### config.mk
export PLATFORM = sky130hd
export DESIGN_NAME = rv32_decode_unit_flat
export DESIGN_NICKNAME = d
export VERILOG_FILES = /design/src/rtl/rv32_decode_unit_if.sv /design/src/rtl/rv32_decode_unit.sv /design/src/flat_wrapper.sv
export SDC_FILE = /design/constraint.sdc
export NUM_CORES = 1
export LEC_CHECK = 0
export BUFFER_PORTS_ARGS = -buffer_cell sky130_fd_sc_hd__clkbuf_2
export CORE_MARGIN = 2
export CORE_UTILIZATION = 45
export CTS_CLUSTER_SIZE = 40
export DETAILED_ROUTE_END_ITERATION = 8
export HOLD_SLACK_MARGIN = 0.05
export MAX_ROUTING_LAYER = met4
export PLACE_DENSITY = 0.65
export RECOVER_POWER = 100
export SYNTH_ARGS = -nofsm -noshare
export SYNTH_HDL_FRONTEND = slang
export SYNTH_SLANG_ARGS = --single-unit
### constraint.sdc
create_clock -name clk -period 3.5 [get_ports clk]
set_input_delay 0.7 -clock clk [delete_from_list [all_inputs] [get_ports clk]]
set_output_delay 0.7 -clock clk [all_outputs]
set_load 0.05 [all_outputs]
### src/rtl/rv32_decode_unit_if.sv
// ----------------------------------------------------------------------------
// rv32_decode_unit_if
//   Bundle between the fetch stage (which drives the instruction word) and the
//   decode unit (which returns datapath controls, immediate and CSR data).
//
//   master : fetch/datapath side -- drives ins, observes every decode output
//   slave  : decode unit side    -- observes ins, drives every decode output
//
//   Signals
//     ins        current 32-bit instruction word
//     imm        sign-extended immediate
//     op_illegal undecodable instruction
//     alu_op     0 ADD,1 SLL,2 SLT,3 SLTU,4 XOR,5 SRL,6 OR,7 AND
//     alu_alt    SUB instead of ADD / SRA instead of SRL
//     alu_imm    ALU B operand = imm (else rs2)
//     alu_a0     ALU A operand = 0
//     alu_apc    ALU A operand = pc
//     alu_b4     ALU B operand = 4 (overrides alu_imm)
//     alu_mul    rd takes the multiplier result
//     reg_wen    write rd this cycle
//     pc_imm     0 HOLD,1 +4,2 BNZ,3 BZ,4 JAL,5 JALR
//     dmem_read  load request
//     dmem_write store request
//     dmem_reg   rd takes load data
//     csr_reg    rd takes csr_rdata
//     csr_rdata  CSR read data for ins[31:20]
//     stage0     first cycle of the current instruction
// ----------------------------------------------------------------------------
interface rv32_decode_unit_if;
    logic [31:0] ins;
    logic [31:0] imm;
    logic        op_illegal;
    logic [2:0]  alu_op;
    logic        alu_alt;
    logic        alu_imm;
    logic        alu_a0;
    logic        alu_apc;
    logic        alu_b4;
    logic        alu_mul;
    logic        reg_wen;
    logic [2:0]  pc_imm;
    logic        dmem_read;
    logic        dmem_write;
    logic        dmem_reg;
    logic        csr_reg;
    logic [31:0] csr_rdata;
    logic        stage0;

    modport master (
        output ins,
        input  imm, op_illegal, alu_op, alu_alt, alu_imm, alu_a0, alu_apc,
               alu_b4, alu_mul, reg_wen, pc_imm, dmem_read, dmem_write,
               dmem_reg, csr_reg, csr_rdata, stage0
    );

    modport slave (
        input  ins,
        output imm, op_illegal, alu_op, alu_alt, alu_imm, alu_a0, alu_apc,
               alu_b4, alu_mul, reg_wen, pc_imm, dmem_read, dmem_write,
               dmem_reg, csr_reg, csr_rdata, stage0
    );
endinterface

### src/rtl/rv32_decode_unit.sv
// ----------------------------------------------------------------------------
// rv32_decode_unit
//   RV32I decode block for the single-issue core. Turns the fetched
//   instruction into datapath controls, builds the sign-extended immediate and
//   serves the read-only cycle/instret performance counters. Loads take two
//   cycles (address phase, then write-back); everything else takes one.
//
//   Ports
//     clk    clock, all state updates on posedge
//     reset  synchronous, active-high reset; forces nop controls, FSM to the
//            first stage and both counters to zero
//     dec    rv32_decode_unit_if.slave -- ins in, all decode outputs out
//
//   Build option
//     MUL_EN  when defined, OP encodings with funct7 = 0000001 (MUL..REMU)
//             are legal and steer rd to the multiplier; otherwise they decode
//             as illegal and alu_mul stays 0.
// ----------------------------------------------------------------------------
module rv32_decode_unit (
    input  logic               clk,
    input  logic               reset,
    rv32_decode_unit_if.slave  dec
);

`ifdef MUL_EN
    localparam bit MUL_ENABLED = 1'b1;
`else
    localparam bit MUL_ENABLED = 1'b0;
`endif

    // Major opcodes
    localparam logic [6:0] OPC_LUI    = 7'b0110111;
    localparam logic [6:0] OPC_AUIPC  = 7'b0010111;
    localparam logic [6:0] OPC_JAL    = 7'b1101111;
    localparam logic [6:0] OPC_JALR   = 7'b1100111;
    localparam logic [6:0] OPC_BRANCH = 7'b1100011;
    localparam logic [6:0] OPC_LOAD   = 7'b0000011;
    localparam logic [6:0] OPC_STORE  = 7'b0100011;
    localparam logic [6:0] OPC_FENCE  = 7'b0001111;
    localparam logic [6:0] OPC_OPIMM  = 7'b0010011;
    localparam logic [6:0] OPC_OP     = 7'b0110011;
    localparam logic [6:0] OPC_SYSTEM = 7'b1110011;

    // ALU operations used directly by the decoder
    localparam logic [2:0] ALU_ADD  = 3'd0;
    localparam logic [2:0] ALU_SLT  = 3'd2;
    localparam logic [2:0] ALU_SLTU = 3'd3;

    // Next-PC selects
    localparam logic [2:0] PC_HOLD = 3'd0;
    localparam logic [2:0] PC_NEXT = 3'd1;
    localparam logic [2:0] PC_BNZ  = 3'd2;
    localparam logic [2:0] PC_BZ   = 3'd3;
    localparam logic [2:0] PC_JAL  = 3'd4;
    localparam logic [2:0] PC_JALR = 3'd5;

    // funct7 values on OP
    localparam logic [6:0] F7_BASE = 7'h00;
    localparam logic [6:0] F7_ALT  = 7'h20;
    localparam logic [6:0] F7_MUL  = 7'h01;

    typedef enum logic {
        STAGE_S0,   // first (often only) cycle of an instruction
        STAGE_S1    // load write-back cycle
    } stage_e;

    typedef struct packed {
        logic       op_illegal;
        logic [2:0] alu_op;
        logic       alu_alt;
        logic       alu_imm;
        logic       alu_a0;
        logic       alu_apc;
        logic       alu_b4;
        logic       alu_mul;
        logic       reg_wen;
        logic [2:0] pc_imm;
        logic       dmem_read;
        logic       dmem_write;
        logic       dmem_reg;
        logic       csr_reg;
    } ctrl_t;

    // Field extraction
    logic [31:0] ins;
    logic [6:0]  opcode;
    logic [2:0]  funct3;
    logic [6:0]  funct7;
    logic [11:0] csr_addr;

    assign ins      = dec.ins;
    assign opcode   = ins[6:0];
    assign funct3   = ins[14:12];
    assign funct7   = ins[31:25];
    assign csr_addr = ins[31:20];

    stage_e      state;
    stage_e      state_next;
    ctrl_t       ctrl;
    logic        illegal;
    logic [31:0] imm;
    logic [31:0] csr_rdata;
    logic [63:0] cycle_cnt;
    logic [63:0] instret_cnt;
    logic        retire;

    // ------------------------------------------------------------------
    // State: stage FSM and performance counters
    // ------------------------------------------------------------------
    // A load's first cycle only issues the address; the instruction retires
    // in its write-back cycle, so it is counted exactly once.
    assign retire = !((opcode == OPC_LOAD) && (state == STAGE_S0));

    // NOTE: sequential state uses non-blocking assignments so every register
    // samples values from before the edge, independent of statement order.
    always_ff @(posedge clk) begin
        if (reset) begin
            state       <= STAGE_S0;
            cycle_cnt   <= '0;
            instret_cnt <= '0;
        end else begin
            state     <= state_next;
            cycle_cnt <= cycle_cnt + 64'd1;
            if (retire) begin
                instret_cnt <= instret_cnt + 64'd1;
            end
        end
    end

    // ------------------------------------------------------------------
    // Decode and next-stage logic
    // ------------------------------------------------------------------
    // NOTE: every variable gets a default at the top of the block so that no
    // path through the case statements can leave it unassigned (no latches).
    always_comb begin
        state_next  = STAGE_S0;
        illegal     = 1'b0;
        ctrl        = '0;
        ctrl.pc_imm = PC_NEXT;

        unique case (opcode)
            OPC_LUI: begin
                ctrl.alu_a0  = 1'b1;
                ctrl.alu_imm = 1'b1;
                ctrl.reg_wen = 1'b1;
            end

            OPC_AUIPC: begin
                ctrl.alu_apc = 1'b1;
                ctrl.alu_imm = 1'b1;
                ctrl.reg_wen = 1'b1;
            end

            // rd = pc + 4 through the ALU; the target is computed by the PC mux
            OPC_JAL: begin
                ctrl.alu_apc = 1'b1;
                ctrl.alu_b4  = 1'b1;
                ctrl.reg_wen = 1'b1;
                ctrl.pc_imm  = PC_JAL;
            end

            OPC_JALR: begin
                if (funct3 == 3'd0) begin
                    ctrl.alu_apc = 1'b1;
                    ctrl.alu_b4  = 1'b1;
                    ctrl.reg_wen = 1'b1;
                    ctrl.pc_imm  = PC_JALR;
                end else begin
                    illegal = 1'b1;
                end
            end

            // Equality compares subtract and test for zero; ordering compares
            // use SLT/SLTU and test the 0/1 result. The "negated" forms
            // (BNE, BGE, BGEU) simply swap the zero/non-zero PC select.
            OPC_BRANCH: begin
                unique case (funct3)
                    3'd0: begin ctrl.alu_op = ALU_ADD;  ctrl.alu_alt = 1'b1; ctrl.pc_imm = PC_BZ;  end
                    3'd1: begin ctrl.alu_op = ALU_ADD;  ctrl.alu_alt = 1'b1; ctrl.pc_imm = PC_BNZ; end
                    3'd4: begin ctrl.alu_op = ALU_SLT;  ctrl.pc_imm = PC_BNZ; end
                    3'd5: begin ctrl.alu_op = ALU_SLT;  ctrl.pc_imm = PC_BZ;  end
                    3'd6: begin ctrl.alu_op = ALU_SLTU; ctrl.pc_imm = PC_BNZ; end
                    3'd7: begin ctrl.alu_op = ALU_SLTU; ctrl.pc_imm = PC_BZ;  end
                    default: illegal = 1'b1;
                endcase
            end

            // The PC is held during the address cycle so the same load word
            // is presented again for the write-back cycle.
            OPC_LOAD: begin
                ctrl.alu_imm   = 1'b1;
                ctrl.dmem_read = 1'b1;
                if (state == STAGE_S0) begin
                    ctrl.pc_imm = PC_HOLD;
                    state_next  = STAGE_S1;
                end else begin
                    ctrl.dmem_reg = 1'b1;
                    ctrl.reg_wen  = 1'b1;
                end
            end

            OPC_STORE: begin
                ctrl.alu_imm    = 1'b1;
                ctrl.dmem_write = 1'b1;
            end

            // Single in-order core with no caches: fences have nothing to order.
            OPC_FENCE: begin
            end

            // ins[30] selects SRAI only on the shift-right encoding; on other
            // funct3 values it is just an immediate bit.
            OPC_OPIMM: begin
                ctrl.alu_imm = 1'b1;
                ctrl.alu_op  = funct3;
                ctrl.alu_alt = (funct3 == 3'd5) && ins[30];
                ctrl.reg_wen = 1'b1;
            end

            OPC_OP: begin
                unique case (funct7)
                    F7_BASE: begin
                        ctrl.alu_op  = funct3;
                        ctrl.reg_wen = 1'b1;
                    end
                    F7_ALT: begin
                        ctrl.alu_op  = funct3;
                        ctrl.alu_alt = (funct3 == 3'd0) || (funct3 == 3'd5);
                        ctrl.reg_wen = 1'b1;
                    end
                    F7_MUL: begin
                        if (MUL_ENABLED) begin
                            ctrl.alu_op  = funct3;
                            ctrl.alu_mul = 1'b1;
                            ctrl.reg_wen = 1'b1;
                        end else begin
                            illegal = 1'b1;
                        end
                    end
                    default: illegal = 1'b1;
                endcase
            end

            // Counters are read-only: any CSR op just returns the current
            // value to rd and the write half is dropped.
            OPC_SYSTEM: begin
                if (funct3 != 3'd0) begin
                    ctrl.csr_reg = 1'b1;
                    ctrl.reg_wen = 1'b1;
                end else begin
                    illegal = 1'b1;
                end
            end

            default: illegal = 1'b1;
        endcase

        // Illegal encodings become a flagged nop that still advances the PC.
        if (illegal) begin
            ctrl            = '0;
            ctrl.pc_imm     = PC_NEXT;
            ctrl.op_illegal = 1'b1;
        end

        // Reset overrides everything, including aborting a pending load write.
        if (reset) begin
            ctrl        = '0;
            ctrl.pc_imm = PC_NEXT;
            state_next  = STAGE_S0;
        end
    end

    // ------------------------------------------------------------------
    // Immediate generation
    // ------------------------------------------------------------------
    always_comb begin
        imm = '0;
        unique case (opcode)
            OPC_LOAD, OPC_OPIMM, OPC_JALR, OPC_SYSTEM:
                imm = {{20{ins[31]}}, ins[31:20]};
            OPC_STORE:
                imm = {{20{ins[31]}}, ins[31:25], ins[11:7]};
            OPC_BRANCH:
                imm = {{19{ins[31]}}, ins[31], ins[7], ins[30:25], ins[11:8], 1'b0};
            OPC_LUI, OPC_AUIPC:
                imm = {ins[31:12], 12'b0};
            OPC_JAL:
                imm = {{11{ins[31]}}, ins[31], ins[19:12], ins[20], ins[30:21], 1'b0};
            default:
                imm = '0;
        endcase
        if (reset) begin
            imm = '0;
        end
    end

    // ------------------------------------------------------------------
    // CSR read port: values are the counters before this cycle's increment
    // ------------------------------------------------------------------
    always_comb begin
        csr_rdata = '0;
        unique case (csr_addr)
            12'hC00, 12'hC01: csr_rdata = cycle_cnt[31:0];    // cycle, time
            12'hC80, 12'hC81: csr_rdata = cycle_cnt[63:32];   // cycleh, timeh
            12'hC02:          csr_rdata = instret_cnt[31:0];
            12'hC82:          csr_rdata = instret_cnt[63:32];
            default:          csr_rdata = '0;
        endcase
    end

    // ------------------------------------------------------------------
    // Output drive
    // ------------------------------------------------------------------
    assign dec.imm        = imm;
    assign dec.op_illegal = ctrl.op_illegal;
    assign dec.alu_op     = ctrl.alu_op;
    assign dec.alu_alt    = ctrl.alu_alt;
    assign dec.alu_imm    = ctrl.alu_imm;
    assign dec.alu_a0     = ctrl.alu_a0;
    assign dec.alu_apc    = ctrl.alu_apc;
    assign dec.alu_b4     = ctrl.alu_b4;
    assign dec.alu_mul    = ctrl.alu_mul;
    assign dec.reg_wen    = ctrl.reg_wen;
    assign dec.pc_imm     = ctrl.pc_imm;
    assign dec.dmem_read  = ctrl.dmem_read;
    assign dec.dmem_write = ctrl.dmem_write;
    assign dec.dmem_reg   = ctrl.dmem_reg;
    assign dec.csr_reg    = ctrl.csr_reg;
    assign dec.csr_rdata  = csr_rdata;
    assign dec.stage0     = (state == STAGE_S0);

endmodule

### src/flat_wrapper.sv
// flat-port wrapper written by rule: the top's interface ports become plain ports
module rv32_decode_unit_flat 
  (clk, reset, dec_ins, dec_imm, dec_op_illegal, dec_alu_op, dec_alu_alt, dec_alu_imm, dec_alu_a0, dec_alu_apc, dec_alu_b4, dec_alu_mul, dec_reg_wen, dec_pc_imm, dec_dmem_read, dec_dmem_write, dec_dmem_reg, dec_csr_reg, dec_csr_rdata, dec_stage0);
  rv32_decode_unit_if dec_i ();
  input  logic clk;
  input  logic reset;
  input wire logic [$bits(dec_i.ins)-1:0] dec_ins;
  output wire logic [$bits(dec_i.imm)-1:0] dec_imm;
  output wire logic [$bits(dec_i.op_illegal)-1:0] dec_op_illegal;
  output wire logic [$bits(dec_i.alu_op)-1:0] dec_alu_op;
  output wire logic [$bits(dec_i.alu_alt)-1:0] dec_alu_alt;
  output wire logic [$bits(dec_i.alu_imm)-1:0] dec_alu_imm;
  output wire logic [$bits(dec_i.alu_a0)-1:0] dec_alu_a0;
  output wire logic [$bits(dec_i.alu_apc)-1:0] dec_alu_apc;
  output wire logic [$bits(dec_i.alu_b4)-1:0] dec_alu_b4;
  output wire logic [$bits(dec_i.alu_mul)-1:0] dec_alu_mul;
  output wire logic [$bits(dec_i.reg_wen)-1:0] dec_reg_wen;
  output wire logic [$bits(dec_i.pc_imm)-1:0] dec_pc_imm;
  output wire logic [$bits(dec_i.dmem_read)-1:0] dec_dmem_read;
  output wire logic [$bits(dec_i.dmem_write)-1:0] dec_dmem_write;
  output wire logic [$bits(dec_i.dmem_reg)-1:0] dec_dmem_reg;
  output wire logic [$bits(dec_i.csr_reg)-1:0] dec_csr_reg;
  output wire logic [$bits(dec_i.csr_rdata)-1:0] dec_csr_rdata;
  output wire logic [$bits(dec_i.stage0)-1:0] dec_stage0;
  assign dec_i.ins = dec_ins;
  assign dec_imm = dec_i.imm;
  assign dec_op_illegal = dec_i.op_illegal;
  assign dec_alu_op = dec_i.alu_op;
  assign dec_alu_alt = dec_i.alu_alt;
  assign dec_alu_imm = dec_i.alu_imm;
  assign dec_alu_a0 = dec_i.alu_a0;
  assign dec_alu_apc = dec_i.alu_apc;
  assign dec_alu_b4 = dec_i.alu_b4;
  assign dec_alu_mul = dec_i.alu_mul;
  assign dec_reg_wen = dec_i.reg_wen;
  assign dec_pc_imm = dec_i.pc_imm;
  assign dec_dmem_read = dec_i.dmem_read;
  assign dec_dmem_write = dec_i.dmem_write;
  assign dec_dmem_reg = dec_i.dmem_reg;
  assign dec_csr_reg = dec_i.csr_reg;
  assign dec_csr_rdata = dec_i.csr_rdata;
  assign dec_stage0 = dec_i.stage0;
  rv32_decode_unit u_core (.clk(clk), .reset(reset), .dec(dec_i));
endmodule
==> results_dict.tcl <==
set metrics [dict create \
    clockBufferDepth 2 \
    cts_buffers 17 \
    async_reset_ff_frac 0 \
    p_leak_uw 0.00345 \
    wl_per_cell_um 18.0 \
    cp.depth 8 \
    holdWs_ps 496 \
    ir_drop_mv 0.372 \
    row_count 48 \
    p_per_area_nw_per_um2 360 \
    finalClockSkew_ps 7.05 \
    path_clk_slew_ps 50 \
    hold_buffers 0 \
    tightestPinTransition_ps 1420 \
    slew_headroom 0.0504 \
    grt_pass1_wl_mm 39.0 \
    fin_util 0.568 \
    post_drt_via_cell_ratio 6.11 \
    num_antenna_cells 0 \
    die_h_um 137 \
    nets 1167 \
    hold_depth 1 \
    slew_viol_final 0 \
    cts_sinks 129 \
    rsz0062_at_grt "false" \
    clk-insertion-delay-late_ps 440 \
    synth_edf_count 0 \
    slowest_stage "or4_1" \
    first_global_vias 7330 \
    port_buffers 115 \
    h-tree-depth 4 \
    startpoint_type "primary input" \
    setup_viol 0 \
    cts-root-buf "clkbuf_16" \
    ys_dominant_reg_cell "dfxtp_1" \
    synth_warnings 0 \
    fill_cells 1604 \
    cp-end-kind "output port" \
    layout-drive-gt1-share 0.149 \
    cp.required_ps 2800 \
    antenna_found_initial 0 \
    die_w_um 137 \
    holdCritPathClass "reg -> reg" \
    crit_path_cell_trace "clkbuf_1, or4_1, nor3_2, o32ai_1, a221oi_2, buf_4, a21boi_1, clkbuf_2" \
    ioPinCount 117 \
    arrival_ps 2670 \
    die_area_um2 18900 \
    gr-total-overflow 0 \
    layout_common_cells "dfxtp_1, nor2_1, a21oi_1" \
    seqCellArea_um2 2580 \
    num_vias 8364 \
    dp.cells 1336 \
    final_cells 1369 \
    layout_commonest_cell "dfxtp_1" \
    synth.avg_cell_area_um2 7.85 \
    dp_hpwl_mm 17.7 \
    final_area_um2 9860 \
    firstDrtPassIters 5 \
    outcome "completed" \
    syn_inst 1021 \
    yosysSeqAreaShare 0.322 \
    finalCriticalPeriod_ps 3370 \
    synthesis.area_um2 8020 \
    synth_cell_type_count 64 \
    drc 0 \
    drt_iter0_markers 711 \
    syn-num-nets 1057 \
    max_stage_delay_ps 590 \
    syn2layout_area_growth_pct 23.0 \
    setup.worst_path.class "in -> out" \
    grt_max_degree 67 \
    drt_wl_total_mm 24.6 \
    track_usage 0.272 \
    cp_max_fo 4 \
    timing.final.crit_share 0.962 \
    hold_viol_final 0 \
    timing.fmax_ghz 0.297 \
    initial_utilization 0.462 \
    ant_nets 0 \
    maxCapViolations 0 \
    ys_seq_elements 129 \
    worst-path-buf-inv 3 \
    fp.coreArea_um2 17400 \
    cpLargestDelayFamily "simple AND/OR/NAND/NOR gates" \
    ff2ff_path_depth 6 \
    gp_congestion 0.933 \
    place_area_um2 9450 \
    multi_input_area_um2 5070 \
    cts_tree "done" \
]
layer usage:
metal	share of wire	global-route usage
met5	0	-
met4	0.024	0.0928
met1	0.46	0.376
met3	0.077	0.0670
met2	0.44	0.387
final timing paths:
kind / startpoint / slack [ps] / end
worst min-delay path: u_core.cycle_cnt[0]$_SDFF_PP0_ / 500 / u_core.cycle_cnt[0]$_SDFF_PP0_
worst max register to register: u_core.cycle_cnt[4]$_SDFF_PP0_ / 720 / u_core.cycle_cnt[45]$_SDFF_PP0_
worst min register to register: u_core.cycle_cnt[0]$_SDFF_PP0_ / 500 / u_core.cycle_cnt[0]$_SDFF_PP0_
worst max-delay path: dec_ins[25] / 130 / dec_reg_wen
report_power, final:
group / switching (uW) / leakage [uW] / internal [uW]
clock: 700 / 0.000295 / 1180
combinational: 126 / 0.00211 / 62.7
sequential: 9.39 / 0.00104 / 1470
total: 835 / 0.00345 / 2710
synthesized netlist by cell type (all sizes together), types with 4 or more instances:
library cell | number | area share
and3 | 20 | 0.016
o21ai | 58 | 0.036
o41ai | 4 | 0.0044
nand4 | 62 | 0.051
inv | 24 | 0.011
nand2 | 55 | 0.026
nand4b | 5 | 0.0055
nor3 | 26 | 0.019
and4 | 16 | 0.017
a21oi | 81 | 0.051
xor2 | 35 | 0.038
a21o | 11 | 0.010
xnor2 | 22 | 0.024
mux2i | 66 | 0.082
o31ai | 12 | 0.011
nor4 | 12 | 0.013
and2 | 16 | 0.012
o22ai | 32 | 0.025
dfxtp | 129 | 0.32
nand2b | 5 | 0.0039
nand3 | 56 | 0.036
or4 | 14 | 0.013
buf | 21 | 0.013
nor2 | 102 | 0.048
a22oi | 6 | 0.0056
clkbuf | 38 | 0.018
or3 | 54 | 0.042
stage by stage:
stage                     power (uW)  setup TNS, ps  setup WS [ps]
after floorplan                 1640           -639          -81.0
after global placement          1700          -56.5          -24.0
after detailed placement        1710           -117          -47.4
after CTS                       3570              0           49.6
after global routing            3660              0           45.0
final                           3550              0            134
what timing repair did:
action,4_1_cts,5_1_grt
setup endpoints to repair,3,7
gates resized for setup,0,1
cloned,0,0
buffers inserted,1,0
pin swaps,1,0
logic make-up after synthesis:
logic type	share of synthesized area
AOI/OAI and AO/OA	0.170
xor gates and xnor gates	0.0623
adders and majority gates	0.00312
buffers and inverters	0.0423
DFF	0.322
muxes	0.0824
other	0.000468
and+or+nand+nor	0.318
area by class of cell:
cell class,count,share of cell area
Inverter,24,0.00913
Sequential cell,129,0.262
Tap cell,225,0.0285
Clock buffer,20,0.0473
Clock inverter,12,0.0159
Timing Repair Buffer,150,0.124
Multi-Input combinational cell,809,0.514
sequential cells by signal (all words and copies together), names as in the netlist:
name                cells
u_core.state            1
u_core.cycle_cnt       64
u_core.instret_cnt     64
worst register-to-register path: cells and delay by family, from the launching register on:
kind / cells / cell delay [ps]
compound gates: 1 / 160
buf+inv: 1 / 490
flops: 1 / 450
simple gates: 4 / 1580
Power figures use the tool's default switching activity.
